===== src/rtl/imem_fetch_if.sv =====
// Fetch-side bus: instruction memory address/data, decode handshake and redirect.
interface imem_fetch_if #(
  parameter int ADDR_W = 16,
  parameter int DATA_W = 16
);
  logic [ADDR_W-1:0] imem_address;
  logic [DATA_W-1:0] imem_content;
  logic              instr_valid;
  logic              instr_ready;
  logic [DATA_W-1:0] instr;
  logic [ADDR_W-1:0] instr_pc;
  logic              redirect;
  logic [ADDR_W-1:0] redirect_pc;

  modport master (
    output imem_address,
    input  imem_content,
    output instr_valid,
    input  instr_ready,
    output instr,
    output instr_pc,
    input  redirect,
    input  redirect_pc
  );

  modport slave (
    input  imem_address,
    output imem_content,
    input  instr_valid,
    output instr_ready,
    input  instr,
    input  instr_pc,
    output redirect,
    output redirect_pc
  );
endinterface


===== src/rtl/imem_fetch_ctrl.sv =====
// Instruction fetch sequencer: owns the fetch PC, buffers {word, PC} in a
// prefetch queue toward decode, and handles redirects and halt words.
module imem_fetch_ctrl #(
  parameter int                DEPTH     = 4,
  parameter int                ADDR_W    = 16,
  parameter int                DATA_W    = 16,
  parameter logic [ADDR_W-1:0] RESET_PC  = '0,
  parameter logic [DATA_W-1:0] HALT_WORD = '1
) (
  input  logic                     clk,
  input  logic                     reset_n,
  input  logic                     enable,
  imem_fetch_if.master             bus,
  output logic                     halted,
  output logic [$clog2(DEPTH):0]   count
);
  localparam int PTR_W = $clog2(DEPTH);
  localparam int CNT_W = PTR_W + 1;
  localparam logic [PTR_W-1:0]  PTR_ONE = PTR_W'(1);
  localparam logic [CNT_W-1:0]  CNT_ONE = CNT_W'(1);
  localparam logic [CNT_W-1:0]  CNT_MAX = CNT_W'(DEPTH);
  localparam logic [ADDR_W-1:0] PC_ONE  = ADDR_W'(1);

  typedef enum logic [1:0] {S_IDLE, S_RUN, S_HALT} state_t;

  state_t            state_q, state_d;
  logic [ADDR_W-1:0] fetch_pc;
  logic [PTR_W-1:0]  rd_ptr, wr_ptr;
  logic [CNT_W-1:0]  cnt;
  logic [DATA_W-1:0] q_instr [DEPTH];
  logic [ADDR_W-1:0] q_pc    [DEPTH];

  logic valid, pop, push, hit_halt;

  assign valid    = (cnt != '0);
  assign pop      = valid & bus.instr_ready;
  // A full queue still accepts a push when the head leaves in the same cycle.
  assign push     = (state_q == S_RUN) & ~bus.redirect & ((cnt < CNT_MAX) | pop);
  assign hit_halt = push & (bus.imem_content == HALT_WORD);

  // Queue control and fetch PC
  always_ff @(posedge clk or negedge reset_n) begin
    if (!reset_n) begin
      fetch_pc <= RESET_PC;
      rd_ptr   <= '0;
      wr_ptr   <= '0;
      cnt      <= '0;
    end else if (bus.redirect) begin
      fetch_pc <= bus.redirect_pc;
      rd_ptr   <= '0;
      wr_ptr   <= '0;
      cnt      <= '0;
    end else begin
      if (pop)  rd_ptr <= rd_ptr + PTR_ONE;
      if (push) begin
        wr_ptr   <= wr_ptr + PTR_ONE;
        fetch_pc <= fetch_pc + PC_ONE;
      end
      case ({push, pop})
        2'b10:   cnt <= cnt + CNT_ONE;
        2'b01:   cnt <= cnt - CNT_ONE;
        default: cnt <= cnt;
      endcase
    end
  end

  // Queue storage; contents are masked by valid so they need no reset
  always_ff @(posedge clk) begin
    if (push) begin
      q_instr[wr_ptr] <= bus.imem_content;
      q_pc[wr_ptr]    <= fetch_pc;
    end
  end

  always_ff @(posedge clk or negedge reset_n) begin
    if (!reset_n) state_q <= S_IDLE;
    else          state_q <= state_d;
  end

  // A pushed halt word wins over Enable falling in the same cycle, so a
  // later resume never fetches past the halt.
  always_comb begin
    state_d = state_q;
    unique case (state_q)
      S_IDLE: if (enable) state_d = S_RUN;
      S_RUN: begin
        if (hit_halt)     state_d = S_HALT;
        else if (!enable) state_d = S_IDLE;
      end
      S_HALT: if (bus.redirect) state_d = enable ? S_RUN : S_IDLE;
      default: state_d = S_IDLE;
    endcase
  end

  assign bus.imem_address = fetch_pc;
  assign bus.instr_valid  = valid;
  assign bus.instr        = valid ? q_instr[rd_ptr] : '0;
  assign bus.instr_pc     = valid ? q_pc[rd_ptr]    : '0;
  assign halted           = (state_q == S_HALT);
  assign count            = cnt;
endmodule


===== src/flat_wrapper.sv =====
// flat-port wrapper written by rule: the top's interface ports become plain ports
module imem_fetch_ctrl_flat 
#(
  parameter int                DEPTH     = 4,
  parameter int                ADDR_W    = 16,
  parameter int                DATA_W    = 16,
  parameter logic [ADDR_W-1:0] RESET_PC  = '0,
  parameter logic [DATA_W-1:0] HALT_WORD = '1
)
  (clk, reset_n, enable, halted, count, bus_imem_address, bus_imem_content, bus_instr_valid, bus_instr_ready, bus_instr, bus_instr_pc, bus_redirect, bus_redirect_pc);
  imem_fetch_if #(.ADDR_W(ADDR_W), .DATA_W(DATA_W)) bus_i ();
  input  logic clk;
  input  logic reset_n;
  input  logic enable;
  output logic halted;
  output logic [$clog2(DEPTH):0] count;
  output wire logic [$bits(bus_i.imem_address)-1:0] bus_imem_address;
  input wire logic [$bits(bus_i.imem_content)-1:0] bus_imem_content;
  output wire logic [$bits(bus_i.instr_valid)-1:0] bus_instr_valid;
  input wire logic [$bits(bus_i.instr_ready)-1:0] bus_instr_ready;
  output wire logic [$bits(bus_i.instr)-1:0] bus_instr;
  output wire logic [$bits(bus_i.instr_pc)-1:0] bus_instr_pc;
  input wire logic [$bits(bus_i.redirect)-1:0] bus_redirect;
  input wire logic [$bits(bus_i.redirect_pc)-1:0] bus_redirect_pc;
  assign bus_imem_address = bus_i.imem_address;
  assign bus_i.imem_content = bus_imem_content;
  assign bus_instr_valid = bus_i.instr_valid;
  assign bus_i.instr_ready = bus_instr_ready;
  assign bus_instr = bus_i.instr;
  assign bus_instr_pc = bus_i.instr_pc;
  assign bus_i.redirect = bus_redirect;
  assign bus_i.redirect_pc = bus_redirect_pc;
  imem_fetch_ctrl #(.DEPTH(DEPTH), .ADDR_W(ADDR_W), .DATA_W(DATA_W), .RESET_PC(RESET_PC), .HALT_WORD(HALT_WORD)) u_core (.clk(clk), .reset_n(reset_n), .enable(enable), .bus(bus_i), .halted(halted), .count(count));
endmodule

===== config.mk =====
export PLATFORM = sky130hd
export DESIGN_NAME = imem_fetch_ctrl_flat
export DESIGN_NICKNAME = d
export VERILOG_FILES = /design/src/rtl/imem_fetch_if.sv /design/src/rtl/imem_fetch_ctrl.sv /design/src/flat_wrapper.sv
export SDC_FILE = /design/constraint.sdc
export NUM_CORES = 1
export LEC_CHECK = 0
export ABC_AREA = 1
export BUFFER_PORTS_ARGS = -buffer_cell sky130_fd_sc_hd__buf_4
export CAP_MARGIN = 15
export CORE_MARGIN = 1
export CORE_UTILIZATION = 37
export DETAILED_ROUTE_END_ITERATION = 8
export SKIP_CTS_REPAIR_TIMING = 1
export SLEW_MARGIN = 20
export SYNTH_ARGS = -nofsm -noshare
export SYNTH_HDL_FRONTEND = slang
export SYNTH_SLANG_ARGS = --single-unit

===== constraint.sdc =====
create_clock -name clk -period 2.61 [get_ports clk]
set_clock_uncertainty 0.1 [all_clocks]
set_input_delay 0.261 -clock clk [delete_from_list [all_inputs] [get_ports clk]]
set_output_delay 0.261 -clock clk [all_outputs]
set_load 0.02 [all_outputs]

[Word-level counts from Yosys, hierarchy flattened]
Memories as Yosys holds them, arrays and structs flattened.
Index checks and enable logic that the tools add are counted.
Storage, ports and cells
  bits of input ports: 37
  memory bits (writable): 128
  word-level logic and storage cells: 51
  memories: 2
  register bits after elaboration: 25
Operators by class
  muxes and demuxes: 18
  reductions and logical operators: 6
  bitwise operators: 6
  magnitude comparators: 1
  equal/unequal tests: 8
  add/sub/neg operators: 5
Memories
  u_core.q_instr: words 4, bits a word 16, rd ports 1, clocked after memory_dff 0, write ports 1, RTL line imem_fetch_ctrl.sv:30  | logic [DATA_W-1:0] q_instr [DEPTH];
  u_core.q_pc: words 4, bits a word 16, rd ports 1, clocked after memory_dff 0, write ports 1, RTL line imem_fetch_ctrl.sv:31  | logic [ADDR_W-1:0] q_pc [DEPTH];
Operators by type and width (count)
  $mux 16: 4
  $add 16x1->16 const B: 1
  $eq 16x16->1 const B: 1
  $mux 2: 8
  $pmux 2 s3: 1
  $pmux 3 s2: 1
  $reduce_bool 3->1: 2
  $add 2x1->2 const B: 2
  $and 1x1->1: 4
  $eq 2x1->1 const B: 2
  $eq 2x2->1 const B: 2
  $reduce_bool 2->1: 2
  $add 3x1->3 const B: 1
  $lt 3x3->1 const B: 1
  $mux 1: 3
  $mux 3: 1
  $ne 3x2->1 const B: 1
  $reduce_and 3->1: 1
  $sub 3x1->3 const B: 1
  $logic_not 2->1: 1
  $ne 2x1->1 const B: 1
  $ne 2x2->1 const B: 1
  $not 1->1: 1
  $or 1x1->1: 1

[Longest topological paths before layout]
Gate-level depths: netlist of run 1.
  depth in word-level cells: 7
  mapped depth: 12
  depth with buffers taken out: 12

[Least setup slack after synthesis of run 1]
Ideal clock, no wire load.
  path type: register -> register
  start point: reg u_core.cnt[2], in the netlist u_core.count[2]
  end point: mem u_core.q_instr[0][0], enable pin
  path buffers: 0
  stages on the path, launching flop included: 4
  slack: -0.048 ns
  data required time: 2.089 ns
  data arrival time: 2.137 ns
  library setup time: 0.421 ns
  cells stage by stage: dfrtp_1 > nand2_1 > nand3_4 > nor2_1
On the way
  cells in the longest elaborated chain, start to end: 6
RTL lines
  from (decl): RTL line imem_fetch_ctrl.sv:29  | logic [CNT_W-1:0] cnt;
  from (signal assigned): RTL line imem_fetch_ctrl.sv:60  | 2'b10: cnt <= cnt + CNT_ONE;
  from (signal assigned): RTL line imem_fetch_ctrl.sv:61  | 2'b01: cnt <= cnt - CNT_ONE;
  from (signal assigned): RTL line imem_fetch_ctrl.sv:62  | default: cnt <= cnt;
  parallel branches: the longest is 2 deep, another holds $lt 3x3->1
  $or 1x1->1 *: RTL line imem_fetch_ctrl.sv:38  | assign push = (state_q == S_RUN) & ~bus.redirect & ((cnt < CNT_MAX) | pop);
  $and 1x1->1 *: RTL line imem_fetch_ctrl.sv:38
  $mux 1 *: RTL line imem_fetch_ctrl.sv:69  | if (push) begin
  $mux 1 (implied by the code) *: RTL line imem_fetch_ctrl.sv:70  | q_instr[wr_ptr] <= bus.imem_content;
  to (decl): RTL line imem_fetch_ctrl.sv:30
Mark *: on every way between the ends.

[Worst setup path after layout of run 1]
  start point: reg u_core.rd_ptr[0]
  end point: out bus_instr_pc[13]
On the way
  cells in the longest elaborated chain, start to end: 2
RTL lines
  from (decl): RTL line imem_fetch_ctrl.sv:28  | logic [PTR_W-1:0] rd_ptr, wr_ptr;
  from (signal assigned): RTL line imem_fetch_ctrl.sv:54  | if (pop) rd_ptr <= rd_ptr + PTR_ONE;
  $mem_v2 4x16
  $mux 16: RTL line imem_fetch_ctrl.sv:98  | assign bus.instr_pc = valid ? q_pc[rd_ptr] : '0;
  to (decl): RTL line flat_wrapper.sv:22  | output wire logic [$bits(bus_i.instr_pc)-1:0] bus_instr_pc;
Every way passes these cells.

==> flow_metrics.env, run 1 <==
export IMPL_synth_top_cells_by_count="nor2_1 (155), edfxtp_1 (128), nand2_1 (74)"
export IMPL_ys_async_sr_fraction_pct=16.3
export IMPL_worst_slack_ns=0.288
export IMPL_p_per_area_nw_per_um2=1010
export IMPL_stdcell_area_um2=8460
export IMPL_initial_core_util_pct=38.3
export IMPL_finalCriticalPeriod_ns=2.32
export IMPL_min_from="enable"
export IMPL_critPathKind="reg2out"
export IMPL_worstHoldPathType="in2reg"
export IMPL_netlist_area_um2=6690
export IMPL_grt_pass1_vias=4596
export IMPL_num_rows=48
export IMPL_drv_cap=0
export IMPL_antenna_found_initial=0
export IMPL_ant_nets=0
export IMPL_clkTransAtPathRegs_ns=0.06
export IMPL_vias_per_cell=4.95
export IMPL_diodes=0
export IMPL_worst_endpoint_required_ns=2.25
export IMPL_worstSetupEndpointType="output pin"
export IMPL_place_gp_congestion=0.880
export IMPL_wl_per_cell_um=16.1
export IMPL_critPathMaxFanout=65
export IMPL_setup_viol=0
export IMPL_grt_usage_pct=17.9
export IMPL_totalWireLength_mm=15.7
export IMPL_numPortBuffers=89
export IMPL_p_leak_nw=3.29
export IMPL_tritoncts="built"
export IMPL_coreArea_um2=17500
export IMPL_postSynthNetCount=665
export IMPL_clk_latency_ns=0.42
export IMPL_synthCells=622
export IMPL_syn_avg_cell_area_um2=10.8
export IMPL_initialDrtViolationCount=484
export IMPL_hold_viol_final=0
export IMPL_grt_overflow_total=0
export IMPL_cts_root_buf="clkbuf_16"
export IMPL_cts_htree_levels=4
export IMPL_drive_gt1_share_pct=20.9
export IMPL_tightest_slew_ns=0.514
export IMPL_hold_depth=3
export IMPL_die_width_um=136
export IMPL_ys_ff_latch=153
export IMPL_synth_edf_count=128
export IMPL_ioPinCount=90
export IMPL_pre_cts_ws_ns=0.385
export IMPL_r2r_setup_slack_ns=0.44
export IMPL_critPathLaunch="u_core.rd_ptr[0]"
export IMPL_grt_max_degree=66
export IMPL_die_area_um2=18600
export IMPL_fin_setup_tns_ns=0
export IMPL_layout_cells_non_filler=977
export IMPL_placed_cell_area_um2=7580
export IMPL_ys_seq_area_share_pct=66.8
export IMPL_relSlewSlack_pct=65.7
export IMPL_numCtsBuffers=17
export IMPL_crit_path_start_kind="flop"
export IMPL_hold_end="u_core.state_q[0]"
export IMPL_synth_largest_area_cell="edfxtp_1"
export IMPL_p_total_mw=8.51
export IMPL_netlist_area_leader_share_pct=57.5
export IMPL_area_growth_pct=26.4
export IMPL_min_period_over_period_pct=89.0
export IMPL_dp_cells=919
export IMPL_die_h_um=136
export IMPL_yosysWarnings=0
export IMPL_yosysMostFrequentCell="nor2_1"
export IMPL_route_vias_total=4833
export IMPL_clockBufferDepth=2
export IMPL_hpwlAfterDp_mm=9.84
export IMPL_timing_fmax_mhz=431
export IMPL_final_util_pct=48.4
export IMPL_rsz0062_at_grt="no"
export IMPL_drt_pre_antenna_iters=5
export IMPL_status="finished clean"
export IMPL_drc_errors=0
export IMPL_final_nets=782
export IMPL_finalMaxSlewViolations=0
export IMPL_arrival_ns=1.96
export IMPL_r2r_cells=11
export IMPL_r2r_end="u_core.count[2]"
export IMPL_synth_area_top_cells="edfxtp_1 (57%), dfrtp_1 (9.4%), nor2_1 (8.7%)"
export IMPL_hold_ws_ns=0.00144
export IMPL_grt_pass1_wl_mm=24.6
export IMPL_yosys_cell_types_count=30
export IMPL_peakVddDrop_v=0.000516
export IMPL_worstReg2RegStart="u_core.count[2]"
export IMPL_cts_num_sinks=153
export IMPL_ys_flop_type="edfxtp_1"
critical path: stages, from the launching register on:
cell     delay (ns)
dfrtp_2        0.37
buf_6          0.43
nor2_1         0.10
nor2_1         0.09
o21ai_1        0.07
a21oi_1        0.27
buf_4          0.20
cell usage in the layout (no fill, tap or decap), types with 5 or more instances in the layout:
master         count
dfrtp_1           24
nand2_2            7
a21oi_1           37
o21ai_1           34
o211ai_1           6
nor2_1           151
dlygate4sd3_1     26
nand2_1           74
o21ai_0           40
edfxtp_1         128
buf_4             99
inv_1             25
nand4_1            7
nor2_2             8
nand3_1           24
clkbuf_16         17
ha_1               5
worst max path at each step:
stage	slack (ns)	to
floorplan	-0.05	u_core.q_instr[0][0]
global placement	0.47	u_core.count[2]
detailed placement	0.38	u_core.count[2]
CTS	0.09	bus_instr_pc[13]
global route	0.08	bus_instr_pc[2]
finish	0.29	bus_instr_pc[13]
logic make-up (layout without fill, tap and decap cells):
group,Yosys count,in the layout,synth area share (%)
AOI/OAI and AO/OA,120,120,9.29
xor gates and xnor gates,3,3,0.393
adders and majority gates,6,6,1.23
DFF,153,153,66.8
and+or+nand+nor,279,279,17.5
buffers and inverters,61,191,4.79
flip-flops by register name, summed over array words and instances (netlist names):
register                 count
u_core.bus.imem_address     16
u_core.wr_ptr                2
u_core.rd_ptr                2
u_core.state_q               2
u_core.count                 3
u_core.q_pc                 64
u_core.q_instr              64
where the power goes:
part           internal (mW)  switching, mW  total, mW
registers               2.91          0.221       3.13
logic                   1.01           1.81       2.82
clock network           1.64          0.913       2.56
total                   5.57           2.94       8.51
final cells by class:
cell class                      count  area [um^2]
Fill cell                        1555         9020
Inverter                           31          121
Timing Repair Buffer              128         1050
Multi-Input combinational cell    408         1920
Sequential cell                   153         4470
Tap cell                          225          282
Clock inverter                      9          148
Clock buffer                       23          468
routing by layer:
| metal | up-vias | GRT usage (%) | part of all wire, % |
|---|---|---|---|
| li1 | 2364 | - | - |
| met4 | 0 | 7.10 | 1.6 |
| met1 | 2332 | 24.0 | 46 |
| met5 | - | 0 | 0 |
| met2 | 124 | 28.0 | 47 |
| met3 | 13 | 4.10 | 5.0 |
Note: power is estimated with default switching activity, not from simulation.
==> run 2: changes to the inputs <==
Settings changed: ABC_AREA 1 to 0.
==> run 2 against run 1 <==
Compared with the run above: the flow now finishes with violations (hold timing); design area down 3.4%; wire length down 15%; via count down 24%; final cell count down 25%; die area down 5.1%; sequential power down 4%; register-to-register slack worse by 0.17 ns; first-iteration DRC count down 62%; total power down 9.0%; setup slack worse by 0.13 ns; fmax down 5.5%; non-clock buffer count up 3; critical path type unchanged; critical endpoint is now bus_instr_pc[4].
==> flow_metrics.env, run 2 <==
export IMPL_vias_per_cell=5.00
export IMPL_yosysWarnings=0
export IMPL_initialDrtViolationCount=184
export IMPL_r2r_end="u_core.count[2]"
export IMPL_coreArea_um2=16600
export IMPL_worstHoldPathType="in2reg"
export IMPL_hold_end="u_core.bus.imem_address[7]"
export IMPL_synth_edf_count=128
export IMPL_tightest_slew_ns=0.637
export IMPL_rsz0062_at_grt="no"
export IMPL_place_gp_congestion=0.728
export IMPL_hold_depth=3
export IMPL_synth_area_top_cells="edfxtp_1 (61%), mux4_2 (11%), dfrtp_1 (9.9%)"
export IMPL_p_per_area_nw_per_um2=947
export IMPL_ioPinCount=90
export IMPL_nFillCells=1410
export IMPL_layout_common_cells="edfxtp_1 (128), buf_4 (102), and2_1 (36), mux4_2 (32), dlygate4sd3_1 (27)"
export IMPL_num_rows=47
export IMPL_r2r_setup_slack_ns=0.27
export IMPL_worstReg2RegStart="u_core.count[1]"
export IMPL_seq_area_um2=4470
export IMPL_ys_async_sr_fraction_pct=16.3
export IMPL_synthCells=370
export IMPL_drive_gt1_share_pct=33.6
export IMPL_setup_viol=0
export IMPL_crit_path_start_kind="flop"
export IMPL_die_h_um=133
export IMPL_yosys_cell_types_count=46
export IMPL_grt_usage_pct=16.0
export IMPL_hold_ws_ns=-0.0119
export IMPL_hold_viol_final=1
export IMPL_violations="hold timing"
export IMPL_arrival_ns=2.10
export IMPL_wl_per_cell_um=18.1
export IMPL_area_growth_pct=28.8
export IMPL_peakVddDrop_v=0.000445
export IMPL_postSynthNetCount=413
export IMPL_cts_root_buf="clkbuf_16"
export IMPL_finalMaxSlewViolations=0
export IMPL_finalCriticalPeriod_ns=2.46
export IMPL_critPathMaxFanout=9
export IMPL_clk_latency_ns=0.41
export IMPL_relSlewSlack_pct=57.1
export IMPL_drt_pre_antenna_iters=4
export IMPL_hpwlAfterDp_mm=8.57
export IMPL_yosysMostFrequentCell="edfxtp_1"
export IMPL_critPathKind="reg2out"
export IMPL_drc_errors=0
export IMPL_route_vias_total=3677
export IMPL_netlist_area_leader_share_pct=60.6
export IMPL_antenna_found_initial=0
export IMPL_grt_max_degree=36
export IMPL_diodes=0
export IMPL_min_period_over_period_pct=94.1
export IMPL_final_nets=545
export IMPL_cts_num_sinks=153
export IMPL_timing_fmax_mhz=407
export IMPL_die_width_um=133
export IMPL_ys_flop_type="edfxtp_1"
export IMPL_pre_cts_ws_ns=0.285
export IMPL_drv_cap=0
export IMPL_crit_top_cell="buf_4"
export IMPL_ys_ff_latch=153
export IMPL_synth_top_cells_by_count="edfxtp_1 (128), and2_1 (36), mux4_2 (32)"
export IMPL_grt_overflow_total=0
export IMPL_initial_core_util_pct=38.1
export IMPL_grt_pass1_vias=3797
export IMPL_worst_endpoint_required_ns=2.25
export IMPL_ys_seq_area_share_pct=70.4
export IMPL_min_from="bus_redirect_pc[7]"
export IMPL_numCtsBuffers=17
export IMPL_syn_avg_cell_area_um2=17.2
export IMPL_ant_nets=0
export IMPL_p_leak_nw=2.95
export IMPL_numPortBuffers=89
export IMPL_totalWireLength_mm=13.3
export IMPL_die_area_um2=17700
export IMPL_tritoncts="built"
export IMPL_synth_largest_area_cell="edfxtp_1"
export IMPL_clockBufferDepth=2
export IMPL_cts_htree_levels=4
export IMPL_multi_input_area_um2=1770
export IMPL_final_common_cell="edfxtp_1"
export IMPL_slowest_delay_ns=0.54
export IMPL_clkTransAtPathRegs_ns=0.06
export IMPL_status="finished, violations left"
export IMPL_slowest_stage="dfrtp_2"
export IMPL_r2r_cells=7
export IMPL_fin_setup_tns_ns=0
export IMPL_crit_chain="buf_4, mux4_2, and2_1, buf_4"
export IMPL_worstSetupEndpointType="output pin"
export IMPL_netlist_area_um2=6350
export IMPL_worst_slack_ns=0.154
export IMPL_grt_pass1_wl_mm=20.9
==> run 2: cell count changes after synthesis, sizes merged, moves of 25 or more <==
cell,previous run,this run
a21oi,37,2
mux4,0,32
o21ai,74,10
inv,31,6
nor2,162,13
nand2,81,19
and2,0,36
==> run 2: metal layers <==
metal	vias up	track usage (%)	share of wire (%)
met4	0	6.13	1.8
met2	80	26.8	51
li1	1710	-	-
met5	-	0	0
met3	18	3.45	3.4
met1	1869	20.2	43
==> run 2: cells by family after synthesis <==
group / after synthesis / synth area share, %
buffers and inverters: 24 / 1.75
muxes: 37 / 12.2
and+or+nand+nor: 113 / 10.3
xor gates and xnor gates: 11 / 1.52
adders and majority gates: 6 / 1.30
AOI/OAI and AO/OA: 26 / 2.56
DFF: 153 / 70.4
==> run 2: final cells by class <==
cell class / count / share of cell area (%)
repair buffers: 131 / 13.2
flip-flops and latches: 153 / 54.7
clock buffers: 20 / 5.34
inverters: 6 / 0.276
multi-input cells: 193 / 21.6
well taps: 220 / 3.37
clock inverters: 12 / 1.55
==> run 2: power breakdown <==
part           total [mW]  internal, mW  switching (mW)  leakage (nW)
Sequential           2.99          2.84           0.157          1.47
Clock                2.32          1.40           0.915         0.262
Combinational        2.43          1.15            1.28          1.22
==> run 2: how the worst max path moves through the flow <==
stage	cells past startpoint	startpoint	endpoint	slack [ns]
after global placement	7	u_core.count[1]	u_core.count[2]	0.33
after floorplan	8	u_core.count[1]	u_core.count[2]	0.17
final	4	u_core.rd_ptr[0]	bus_instr_pc[4]	0.15
after detailed placement	7	u_core.count[1]	u_core.count[2]	0.29
after CTS	4	u_core.rd_ptr[0]	bus_instr_pc[4]	0.11
after global routing	4	u_core.rd_ptr[0]	bus_instr_pc[4]	0.04
==> run 2: worst max-delay path, delay by kind of cell (launching register included) <==
kind / cells / cell delay (ns)
and+or+nand+nor: 1 / 0.19
DFF: 1 / 0.54
buffers and inverters: 2 / 0.45
muxes: 1 / 0.51
==> run 2: through the flow <==
step	total power, mW	hold WS (ns)	utilization [%]	cells	cell area [um^2]
finish	7.74	-0.0119	49.1	735	8170
global route	8.11	0.0121	49.1	735	8170
CTS	7.83	-0.341	47.5	708	7900
detailed placement	5.50	0.0984	44.1	676	7340
global placement	5.47	0.0934	44.1	676	7340
floorplan	4.49	-0.135	-	370	6350
==> run 3: changes to the inputs <==
Clock period 2.61 ns to 3 ns, I/O delays scaled along.
==> run 3 against run 2 <==
Compared with the run above: the run still ends with hold timing left; first-iteration DRC count is 32% higher; utilization is 0.35 points lower; die area stayed put; final cell count is 1.4% lower; setup slack better by 0.23 ns; global-route usage is 0.76 points higher; clock power is 9.1% lower.
==> flow_metrics.env, run 3 (synthesis gave the netlist of run 2 again) <==
export IMPL_layout_common_cells="edfxtp_1 (128), buf_4 (98), and2_1 (36), mux4_2 (32), dfrtp_1 (24)"
export IMPL_setup_viol=0
export IMPL_drt_pre_antenna_iters=4
export IMPL_slowest_delay_ns=0.60
export IMPL_min_period_over_period_pct=87.1
export IMPL_initial_core_util_pct=38.1
export IMPL_die_h_um=133
export IMPL_grt_busiest_layer="met2"
export IMPL_finalMaxSlewViolations=0
export IMPL_power_frac_comb_pct=30.7
export IMPL_drc_errors=0
export IMPL_grt_usage_pct=16.7
export IMPL_tritoncts="built"
export IMPL_rsz0062_at_grt="no"
export IMPL_wl_per_cell_um=18.8
export IMPL_violations="hold timing"
export IMPL_vias_per_cell=5.04
export IMPL_crit_chain="buf_12, mux4_2, and2_1, buf_4"
export IMPL_antenna_found_initial=0
export IMPL_grt_util_met3_pct=3.26
export IMPL_die_area_um2=17700
export IMPL_area_growth_pct=27.9
export IMPL_hpwlAfterDp_mm=8.65
export IMPL_grt_pass1_wl_mm=21.8
export IMPL_p_per_area_nw_per_um2=840
export IMPL_clkTransAtPathRegs_ns=0.06
export IMPL_peakVddDrop_v=0.000461
export IMPL_grt_max_degree=36
export IMPL_use_met2_pct=27.3
export IMPL_diodes=0
export IMPL_nFillCells=1400
export IMPL_worstSetupEndpointType="output pin"
export IMPL_fin_setup_tns_ns=0
export IMPL_p_leak_nw=2.93
export IMPL_cts_htree_levels=4
export IMPL_cts_root_buf="clkbuf_16"
export IMPL_drive_gt1_share_pct=33.7
export IMPL_crit_path_start_kind="flop"
export IMPL_initialDrtViolationCount=242
export IMPL_multi_input_area_um2=1770
export IMPL_numCtsBuffers=17
export IMPL_final_common_cell="edfxtp_1"
export IMPL_pwr_share_seq_pct=38.4
export IMPL_final_nets=535
export IMPL_totalWireLength_mm=13.7
export IMPL_num_rows=47
export IMPL_die_width_um=133
export IMPL_finalCriticalPeriod_ns=2.61
export IMPL_switching_power_mw=2.07
export IMPL_coreArea_um2=16600
export IMPL_hold_ws_ns=-0.00722
export IMPL_clk_latency_ns=0.42
export IMPL_place_gp_congestion=0.765
export IMPL_p_int_mw=4.75
export IMPL_worstHoldPathType="in2reg"
export IMPL_relSlewSlack_pct=59.5
export IMPL_numPortBuffers=89
export IMPL_critPathMaxFanout=25
export IMPL_seq_area_um2=4470
export IMPL_arrival_ns=2.21
export IMPL_critPathKind="reg2out"
export IMPL_route_vias_total=3657
export IMPL_worst_endpoint_required_ns=2.60
export IMPL_use_met1_pct=21.6
export IMPL_ioPinCount=90
export IMPL_cts_num_sinks=153
export IMPL_power_frac_clock_pct=30.9
export IMPL_timing_fmax_mhz=383
export IMPL_hold_viol_final=3
export IMPL_drv_cap=0
export IMPL_tightest_slew_ns=0.603
export IMPL_ant_nets=0
export IMPL_clockBufferDepth=2
export IMPL_grt_overflow_total=0
export IMPL_p_total_mw=6.82
export IMPL_switching_share_pct=30.4
export IMPL_slowest_stage="dfrtp_2"
export IMPL_status="finished, violations left"
export IMPL_grt_pass1_vias=3863
[run 3: per-stage QoR]
stage               cells  area (um^2)  hold slack (ns)  setup WS [ns]  utilization, %
floorplan             370         6350          -0.0956          0.563               -
global placement      673         7330            0.135          0.725            44.0
detailed placement    673         7330            0.138          0.654            44.0
CTS                   705         7910           -0.310          0.330            47.6
global route          725         8110         0.000203          0.249            48.8
finish                725         8110         -0.00722          0.387            48.8
[run 3: critical path: cells and delay by family, from the launching register on]
family / cells / cell delay (ns)
mux: 1 / 0.53
buf+inv: 2 / 0.46
flops: 1 / 0.60
simple gates: 1 / 0.19
[run 3: worst paths after layout]
| kind | from | cells after the start | slack (ns) | end |
|---|---|---|---|---|
| setup reg to reg | u_core.count[1] | 7 | 0.63 | u_core.count[2] |
| hold / removal | bus_redirect_pc[1] | 3 | -0.007 | u_core.bus.imem_address[1] |
| max in group asynchronous | reset_n | 2 | 2.28 | u_core.rd_ptr[0] |
| min in group asynchronous | reset_n | 2 | 0.23 | u_core.bus.imem_address[1] |
| setup / recovery | u_core.rd_ptr[0] | 4 | 0.39 | bus_instr[6] |
| hold reg to reg | u_core.bus.imem_address[15] | 0 | 0.48 | u_core.q_pc[1][15] |
[run 3: final cells by class]
cell class / count / area share (%)
Tap cell: 220 / 3.39
Multi-Input combinational cell: 193 / 21.8
Timing Repair Buffer: 121 / 12.3
Inverter: 6 / 0.278
Clock buffer: 18 / 5.29
Clock inverter: 14 / 1.91
Sequential cell: 153 / 55.1
[run 3: power by group through the flow]
stage | registers (mW) | logic, mW | clock network [mW]
3_3_place_gp | 2.65 | 2.10 | 0
5_1_grt | 2.64 | 2.25 | 2.24
6_report | 2.62 | 2.09 | 2.11
3_5_place_dp | 2.66 | 2.11 | 0
2_1_floorplan | 2.63 | 1.27 | 0
4_1_cts | 2.62 | 2.12 | 2.14
[run 3: routing by layer]
layer,share of wire (%),vias to the layer above
li1,-,1676
met1,44,1878
met2,51,85
met3,3.6,18
met4,2.0,0
met5,0,-
